`src/rtl/ni_credit_tx.sv`:
```
// Credit-based flit transmitter: upstream flits are buffered in a small FWFT queue
// and forwarded downstream one per cycle while the downstream credit count is non-zero.
module ni_credit_tx #(
  parameter int DW          = 32,
  parameter int CREDIT_INIT = 8,
  parameter int QDEPTH_LOG  = 2,
  parameter int TOTAL_FLITS = 10000
) (
  input  logic          clk_i,
  input  logic          rst_i,
  input  logic [DW-1:0] data_i,
  input  logic          valid_i,
  output logic          ready_o,
  output logic [DW-1:0] data_o,
  output logic          valid_o,
  input  logic [31:0]   credit_upd_i,
  output logic [7:0]    credit_o,
  output logic [31:0]   sent_cnt_o,
  output logic [31:0]   stall_cnt_o,
  output logic          done_o,
  output logic          err_o,
  output logic [1:0]    state_o
);

  localparam int                DEPTH      = 1 << QDEPTH_LOG;
  localparam int                PW         = (QDEPTH_LOG > 0) ? QDEPTH_LOG : 1;
  localparam logic [QDEPTH_LOG:0] DEPTH_C  = (QDEPTH_LOG + 1)'(DEPTH);
  localparam logic [7:0]        CREDIT_MAX = 8'(CREDIT_INIT);
  localparam logic [31:0]       TOTAL_C    = 32'(TOTAL_FLITS);

  typedef enum logic [1:0] {
    ST_IDLE  = 2'd0,
    ST_SEND  = 2'd1,
    ST_STALL = 2'd2
  } state_t;

  state_t               state_q, state_d;
  logic [DW-1:0]        mem_q [DEPTH];
  logic [PW-1:0]        wr_ptr_q, wr_ptr_d;
  logic [PW-1:0]        rd_ptr_q, rd_ptr_d;
  logic [QDEPTH_LOG:0]  count_q, count_d;
  logic [7:0]           credit_q, credit_d;
  logic [DW-1:0]        data_q, data_d;
  logic                 valid_q, valid_d;
  logic [31:0]          sent_q, sent_d;
  logic [31:0]          stall_q, stall_d;
  logic                 done_q, done_d;
  logic                 err_q, err_d;

  logic                 full;
  logic                 push;
  logic                 pop;
  logic [32:0]          credit_sum;
  logic                 credit_over;

  function automatic logic [PW-1:0] ptr_inc(input logic [PW-1:0] p);
    if (p == PW'(DEPTH - 1)) return '0;
    return p + 1'b1;
  endfunction

  // Upstream handshake: a flit transfers on a rising edge where valid_i and ready_o
  // are both high. ready_o depends only on queue occupancy and reset, never on
  // valid_i, so a pop in the same cycle does not open a slot at full.
  assign full    = (count_q == DEPTH_C);
  assign ready_o = ~full & ~rst_i;
  assign push    = valid_i & ready_o;
  assign pop     = (state_q == ST_SEND);

  always_comb begin
    wr_ptr_d = wr_ptr_q;
    rd_ptr_d = rd_ptr_q;
    count_d  = count_q;
    if (push) wr_ptr_d = ptr_inc(wr_ptr_q);
    if (pop)  rd_ptr_d = ptr_inc(rd_ptr_q);
    case ({push, pop})
      2'b10:   count_d = count_q + 1'b1;
      2'b01:   count_d = count_q - 1'b1;
      default: count_d = count_q;
    endcase
  end

  // A pop only happens with credit_q >= 1, so the 33-bit sum never underflows and
  // keeps the full width of credit_upd_i in the overflow comparison.
  always_comb begin
    credit_sum  = {25'd0, credit_q} + {1'b0, credit_upd_i} - {32'd0, pop};
    credit_over = (credit_sum > {25'd0, CREDIT_MAX});
    credit_d    = credit_over ? CREDIT_MAX : credit_sum[7:0];
    err_d       = err_q | credit_over;
  end

  // State reflects the queue and credit values that will hold next cycle.
  always_comb begin
    state_d = ST_IDLE;
    if (count_d == '0)        state_d = ST_IDLE;
    else if (credit_d == 8'd0) state_d = ST_STALL;
    else                       state_d = ST_SEND;
  end

  always_comb begin
    valid_d = pop;
    data_d  = data_q;
    if (pop) data_d = mem_q[rd_ptr_q];
    sent_d  = sent_q + {31'd0, valid_q};
    stall_d = stall_q;
    if ((state_q == ST_STALL) && (stall_q != 32'hFFFF_FFFF)) stall_d = stall_q + 32'd1;
    done_d  = done_q | (valid_q & ((sent_q + 32'd1) == TOTAL_C));
  end

  always_ff @(posedge clk_i) begin
    if (push) mem_q[wr_ptr_q] <= data_i;
  end

  always_ff @(posedge clk_i) begin
    if (rst_i) begin
      state_q  <= ST_IDLE;
      wr_ptr_q <= '0;
      rd_ptr_q <= '0;
      count_q  <= '0;
      credit_q <= CREDIT_MAX;
      data_q   <= '0;
      valid_q  <= 1'b0;
      sent_q   <= '0;
      stall_q  <= '0;
      done_q   <= 1'b0;
      err_q    <= 1'b0;
    end else begin
      state_q  <= state_d;
      wr_ptr_q <= wr_ptr_d;
      rd_ptr_q <= rd_ptr_d;
      count_q  <= count_d;
      credit_q <= credit_d;
      data_q   <= data_d;
      valid_q  <= valid_d;
      sent_q   <= sent_d;
      stall_q  <= stall_d;
      done_q   <= done_d;
      err_q    <= err_d;
    end
  end

  assign data_o      = data_q;
  assign valid_o     = valid_q;
  assign credit_o    = credit_q;
  assign sent_cnt_o  = sent_q;
  assign stall_cnt_o = stall_q;
  assign done_o      = done_q;
  assign err_o       = err_q;
  assign state_o     = state_q;

endmodule
```
`config.mk`:
```
export PLATFORM = sky130hd
export DESIGN_NAME = ni_credit_tx
export DESIGN_NICKNAME = d
export VERILOG_FILES = /design/src/rtl/ni_credit_tx.sv
export SDC_FILE = /design/constraint.sdc
export NUM_CORES = 1
export LEC_CHECK = 0
export BUFFER_PORTS_ARGS = -buffer_cell sky130_fd_sc_hd__buf_2
export CORE_ASPECT_RATIO = 1.4
export CORE_MARGIN = 4
export CORE_UTILIZATION = 52
export CTS_CLUSTER_SIZE = 8
export DETAILED_ROUTE_END_ITERATION = 7
export PLACE_DENSITY = 0.84
export SLEW_MARGIN = 20
export SYNTH_ARGS = -nofsm -noshare
export SYNTH_HDL_FRONTEND = slang
export SYNTH_SLANG_ARGS = --single-unit
```
`constraint.sdc`:
```
create_clock -name clk_i -period 3.8 [get_ports clk_i]
set_input_delay 0.57 -clock clk_i [delete_from_list [all_inputs] [get_ports clk_i]]
set_output_delay 0.57 -clock clk_i [all_outputs]
set_load 0.05 [all_outputs]
```
# After elaboration in Yosys (flattened, before gate mapping)
# Memories as Yosys holds them, arrays and structs flattened. A register that Yosys moved wholly into a read port is not among the register bits.
# Index checks and enable logic that the tools add are counted.
# op_classes
n_lt_le_gt_ge	1
eq_ne	9
bitwise	7
n_reduce_logical	4
addsub	9
n_mux	13
# op_table
cell	n
32-bit by 1-bit adder with 32-bit output (second input constant)	2
8-bit by 32-bit adder with 33-bit output	1
33-bit by 4-bit > comparator with 1-bit output (second input constant)	1
33-bit by 1-bit subtractor with 33-bit output	1
32-bit by 1-bit adder with 32-bit output	1
32-bit by 14-bit equality test with 1-bit output (second input constant)	1
32-bit inequality test (second input constant)	1
2-bit 2-to-1 mux	5
2-bit equality test (second input constant)	4
8-bit zero test	1
8-bit 2-to-1 mux	1
1-bit 2-to-1 mux	6
3-bit one-hot mux with 2 select lines	1
2-bit by 1-bit adder with 2-bit output (second input constant)	2
2-bit by 1-bit equality test with 1-bit output (second input constant)	2
3-bit by 1-bit adder with 3-bit output (second input constant)	1
1-bit bitwise AND	3
3-bit equality test (second input constant)	1
3-bit zero test	1
3-bit by 1-bit subtractor with 3-bit output (second input constant)	1
1-bit inverter	2
1-bit OR	2
2-bit OR reduction	1
1-bit logical AND	1
# totals
n_memories	1
word_cells	54
reg_bits	84
mem_bits_rw	128
inputBits	67
output_inout_bits	110
# memory_table
name	depth	word_bits	rd	rd_clocked_by_memory_dff	write_ports	line_no	text
mem_q	4	32	1	1	1	38	logic [DW-1:0] mem_q [DEPTH];

# Depth between registers and ports, before layout
# depth
depth_word	8
mapped_depth	16

# Worst setup path after synthesis
# Ideal clock, no wire load.
# synth_timing
path_type	register to register
start	register state_q[0], in the netlist state_o[0]
end	register state_q[0], in the netlist state_o[0]
slack_ps	-533
path_buffers	2
synth_period_minus_slack_ps	4333
t_arrival_ps	4208
path_stages_with_launch	17
path_cell_list	dfxtp_1 > nand2b_1 > clkbuf_1 > clkbuf_1 > nand2_1 > nand2_1 > ha_1 > fa_1 > a211oi_1 > o31ai_2 > a31oi_1 > xor2_1 > o211ai_1 > or4_1 > nor4_2 > nand3_2 > o41a_1
# synth_between
elab_chain_cells	6
word_cells_on_any_way	11
# synth_lines
element	line_no	text
start: declaration	37	state_t state_q, state_d;
start signal: assignment	127	state_q <= state_d;
2-bit by 1-bit equality test with 1-bit output (*)	67	assign pop = (state_q == ST_SEND);
33-bit by 1-bit subtractor with 33-bit output	85	credit_sum = {25'd0, credit_q} + {1'b0, credit_upd_i} - {32'd0, pop};
33-bit by 4-bit > comparator with 1-bit output	86	credit_over = (credit_sum > {25'd0, CREDIT_MAX});
8-bit 2-to-1 mux	87	credit_d = credit_over ? CREDIT_MAX : credit_sum[7:0];
8-bit zero test	95	else if (credit_d == 8'd0) state_d = ST_STALL;
2-bit 2-to-1 mux	95	
# Mark *: on every way between the ends. The rest lies on a longest branch, timed or not.
# A chain may end at the register's enable or synchronous reset.

# Worst setup path in the final report
# layout_timing
start	register state_q[1], in the netlist state_o[1]
end	register state_q[0], in the netlist state_o[0]
# Same word-level chain as after synthesis.

==> flow_summary.json <==
{
  "status": "complete, no violations",
  "io_pins": 177,
  "drive_gt1_share_pct": 25.6,
  "crit_start": "state_o[1]",
  "finalHoldViolCount": 0,
  "routedWlPerCell_um": 17.7,
  "die_area_um2": 25700,
  "numCtsBuffers": 36,
  "cts-root-buf": "clkbuf_16",
  "drt_wl_total_um": 30600,
  "clkTransAtPathRegs_ns": 0.05,
  "hp-start": "data_i[27]",
  "cp_slowest_cell": "or4_4",
  "crit_chain": "nand2b_4 -> clkinvlp_4 -> nand2b_4 -> nand2_4 -> ha_4 -> fa_2 -> a211oi_4 -> o31ai_4 -> o21ai_2 -> o32a_1 -> nand4_1 -> or4_4 -> nor4_4 -> nand3_2 -> o41a_1",
  "fillCellCount": 1748,
  "timing.final.crit_period_ns": 3.70,
  "grt_max_degree": 63,
  "cp-end-kind": "flip-flop",
  "syn_area_um2": 12100,
  "design_area_um2": 14900,
  "yosys_warnings": 0,
  "power.internal_mw": 5.53,
  "drt_iter0_drc": 599,
  "r2r_slack_ns": 0.1,
  "dpl_cell_area_um2": 13700,
  "p_leak_nw": 5.91,
  "slew_headroom_pct": 52.2,
  "cts_sinks": 244,
  "hold_slack_ns": 0.276,
  "syn2layout_area_growth_pct": 23.7,
  "finalNetCount": 1520,
  "combinationalPowerShare_pct": 24.5,
  "syn_avg_cell_area_um2": 10.4,
  "slowest_delay_ns": 0.56,
  "overflow": 0,
  "final-max-slew-violation-count": 0,
  "cts_max_level": 2,
  "postLayoutCoreUtil_pct": 65.7,
  "synth-main-ff-cell": "edfxtp_1",
  "pre_cts_ws_ns": -0.267,
  "gp_congestion": 0.965,
  "synth_top_family_by_area": "simple AND/OR/NAND/NOR gates",
  "power_frac_seq_pct": 39.1,
  "most-common-layout-cells": "175 x buf_2, 135 x nand2_1, 128 x edfxtp_1",
  "drv_cap": 0,
  "r2r-start": "state_o[1]",
  "portBuffers": 176,
  "cts_buffer_depth": 3,
  "antenna_found_initial": 1,
  "die_y_um": 188,
  "skew_ns": 0.0136,
  "async_reset_ff_share_pct": 0,
  "cp_data_required_time_ns": 4.18,
  "vias": 9921,
  "worst_slack_ns": 0.0992,
  "worst-path-max-fanout": 5,
  "synth_mux_area_share_pct": 6.59,
  "die_w_um": 137,
  "vdd_drop_max_mv": 0.540,
  "ys_types": 70,
  "yosysSeqAreaShare_pct": 51.1,
  "synth_compound_area_share_pct": 12.0,
  "grt_pass1_vias": 9801,
  "syn_inst": 1159,
  "setup_viol": 0,
  "first_pass_iters": 5,
  "yosys.area_share.simple_pct": 16.5,
  "critPathMostFrequentCell": "nand2b_4",
  "holdCritPathClass": "input pin to flip-flop",
  "rows": 65,
  "clockPowerShare_pct": 36.4,
  "holdBufCountCts": 0,
  "arrival_ns": 4.08,
  "mostFrequentLayoutCell": "buf_2",
  "grt_use_total_pct": 23.8,
  "antenna_left": 0,
  "diodes": 0,
  "synth_edf_count": 128,
  "core_um2": 22700,
  "grt_pass1_wl_um": 49600,
  "fin_crit_sh_pct": 97.4,
  "fin_tns_setup_ns": 0,
  "routed_via_density": 5.75,
  "worstSetupStartpointType": "flip-flop",
  "synth_xor_area_share_pct": 4.65,
  "fmax_mhz": 270,
  "powerDensity_nw_per_um2": 538,
  "power_switching_mw": 2.49,
  "worstMarginPinSlew_ns": 0.716,
  "drc": 0,
  "start_util_pct": 53.2,
  "clk_latency_ns": 0.51,
  "cts_tree": "built",
  "synth_seq_cells": 244,
  "p_sw_share_pct": 31.1,
  "dp_hpwl_um": 21000,
  "synthAdderAreaFrac_pct": 5.31,
  "critPathKind": "flip-flop to flip-flop"
}
[worst max-delay path: cells and delay by family, from the launching register on]
family | cells | cell delay (ns)
AOI/OAI and AO/OA | 5 | 1.14
adders and majority gates | 2 | 0.59
buffers and inverters | 1 | 0.11
DFF | 1 | 0.34
and+or+nand+nor | 7 | 1.41
[through the flow]
step,instances,power [mW]
detailed placement,1662,5.06
floorplan,1162,4.50
CTS,1721,8.03
finish,1725,8.02
global route,1725,8.42
global placement,1662,5.01
[sequential cells by signal (all words and copies together), names as in the netlist]
signal / cells
wr_ptr_q: 2
sent_cnt_o: 32
count_q: 3
state_o: 2
mem_q: 128
data_o: 32
rd_ptr_q: 2
stall_cnt_o: 32
err_o: 1
done_o: 1
credit_o: 8
valid_o: 1
[cell families after synthesis]
kind of cell               count (synthesis)
and+or+nand+nor                          409
DFF                                      244
AOI/OAI and AO/OA                        230
buffers and inverters                    122
xor gates and xnor gates                  64
adders and majority gates                 50
muxes                                     39
other                                      1
[synthesized netlist by cell type (4+ instances only)]
cell type | count | area, µm²
and3_1 | 15 | 93.8
mux4_2 | 32 | 721
ha_1 | 48 | 601
o21a_1 | 6 | 45.0
xnor2_1 | 23 | 201
inv_1 | 73 | 274
clkbuf_1 | 39 | 146
a31oi_1 | 10 | 62.6
nand2_1 | 136 | 510
o22ai_1 | 4 | 25.0
nor3_1 | 12 | 60.1
nand4_1 | 30 | 188
and2_1 | 10 | 62.6
nor2b_1 | 7 | 43.8
o211ai_1 | 7 | 52.6
nand3_1 | 37 | 185
or3_1 | 25 | 156
nor2_1 | 87 | 327
a21oi_1 | 97 | 485
nand2b_1 | 8 | 50.1
mux2i_1 | 4 | 40.0
and4_1 | 8 | 70.1
o21ai_0 | 41 | 205
a21o_1 | 14 | 105
dfxtp_1 | 116 | 2320
edfxtp_1 | 128 | 3840
buf_1 | 8 | 30.0
o2111ai_1 | 4 | 35.0
nor4_1 | 20 | 125
xor2_1 | 41 | 359
a211oi_1 | 8 | 60.1
[what timing repair did]
item / CTS / global route
pin swaps: 1 / 16
setup endpoints to repair: 4 / 7
buffers inserted: 0 / 4
gates resized for setup: 1 / 18
[power groups by stage]
stage                     clock network (mW)  logic (mW)  registers [mW]
final                                   2.92        1.96            3.13
after global routing                    3.13        2.14            3.15
after CTS                               2.98        1.91            3.14
after detailed placement                   0        1.88            3.18
after global placement                     0        1.84            3.16
after floorplan                            0        1.05            3.46
[path summary, 6_finish.rpt]
path                        to  depth (start not counted)
setup / recovery    state_o[0]                         15
hold / removal    mem_q[3][27]                          1
setup reg to reg    state_o[0]                         15
hold reg to reg      data_o[5]                          2
[layout make-up]
class	instances	area (µm²)	area share, %
clock buffers	56	997	6.69
clock inverters	3	45.0	0.302
inverters	74	282	1.89
multi-input cells	796	5580	37.4
flip-flops and latches	244	6180	41.4
well taps	301	377	2.53
repair buffers	251	1450	9.72
[routing by layer]
metal,vias up,track usage [%],wire [µm]
met4,2,8.30,978
met5,-,0,7
li1,4719,-,-
met1,4727,28.6,11600
met2,396,42.0,15800
met3,77,5.07,2220
Note: power is estimated with default switching activity, not from simulation.
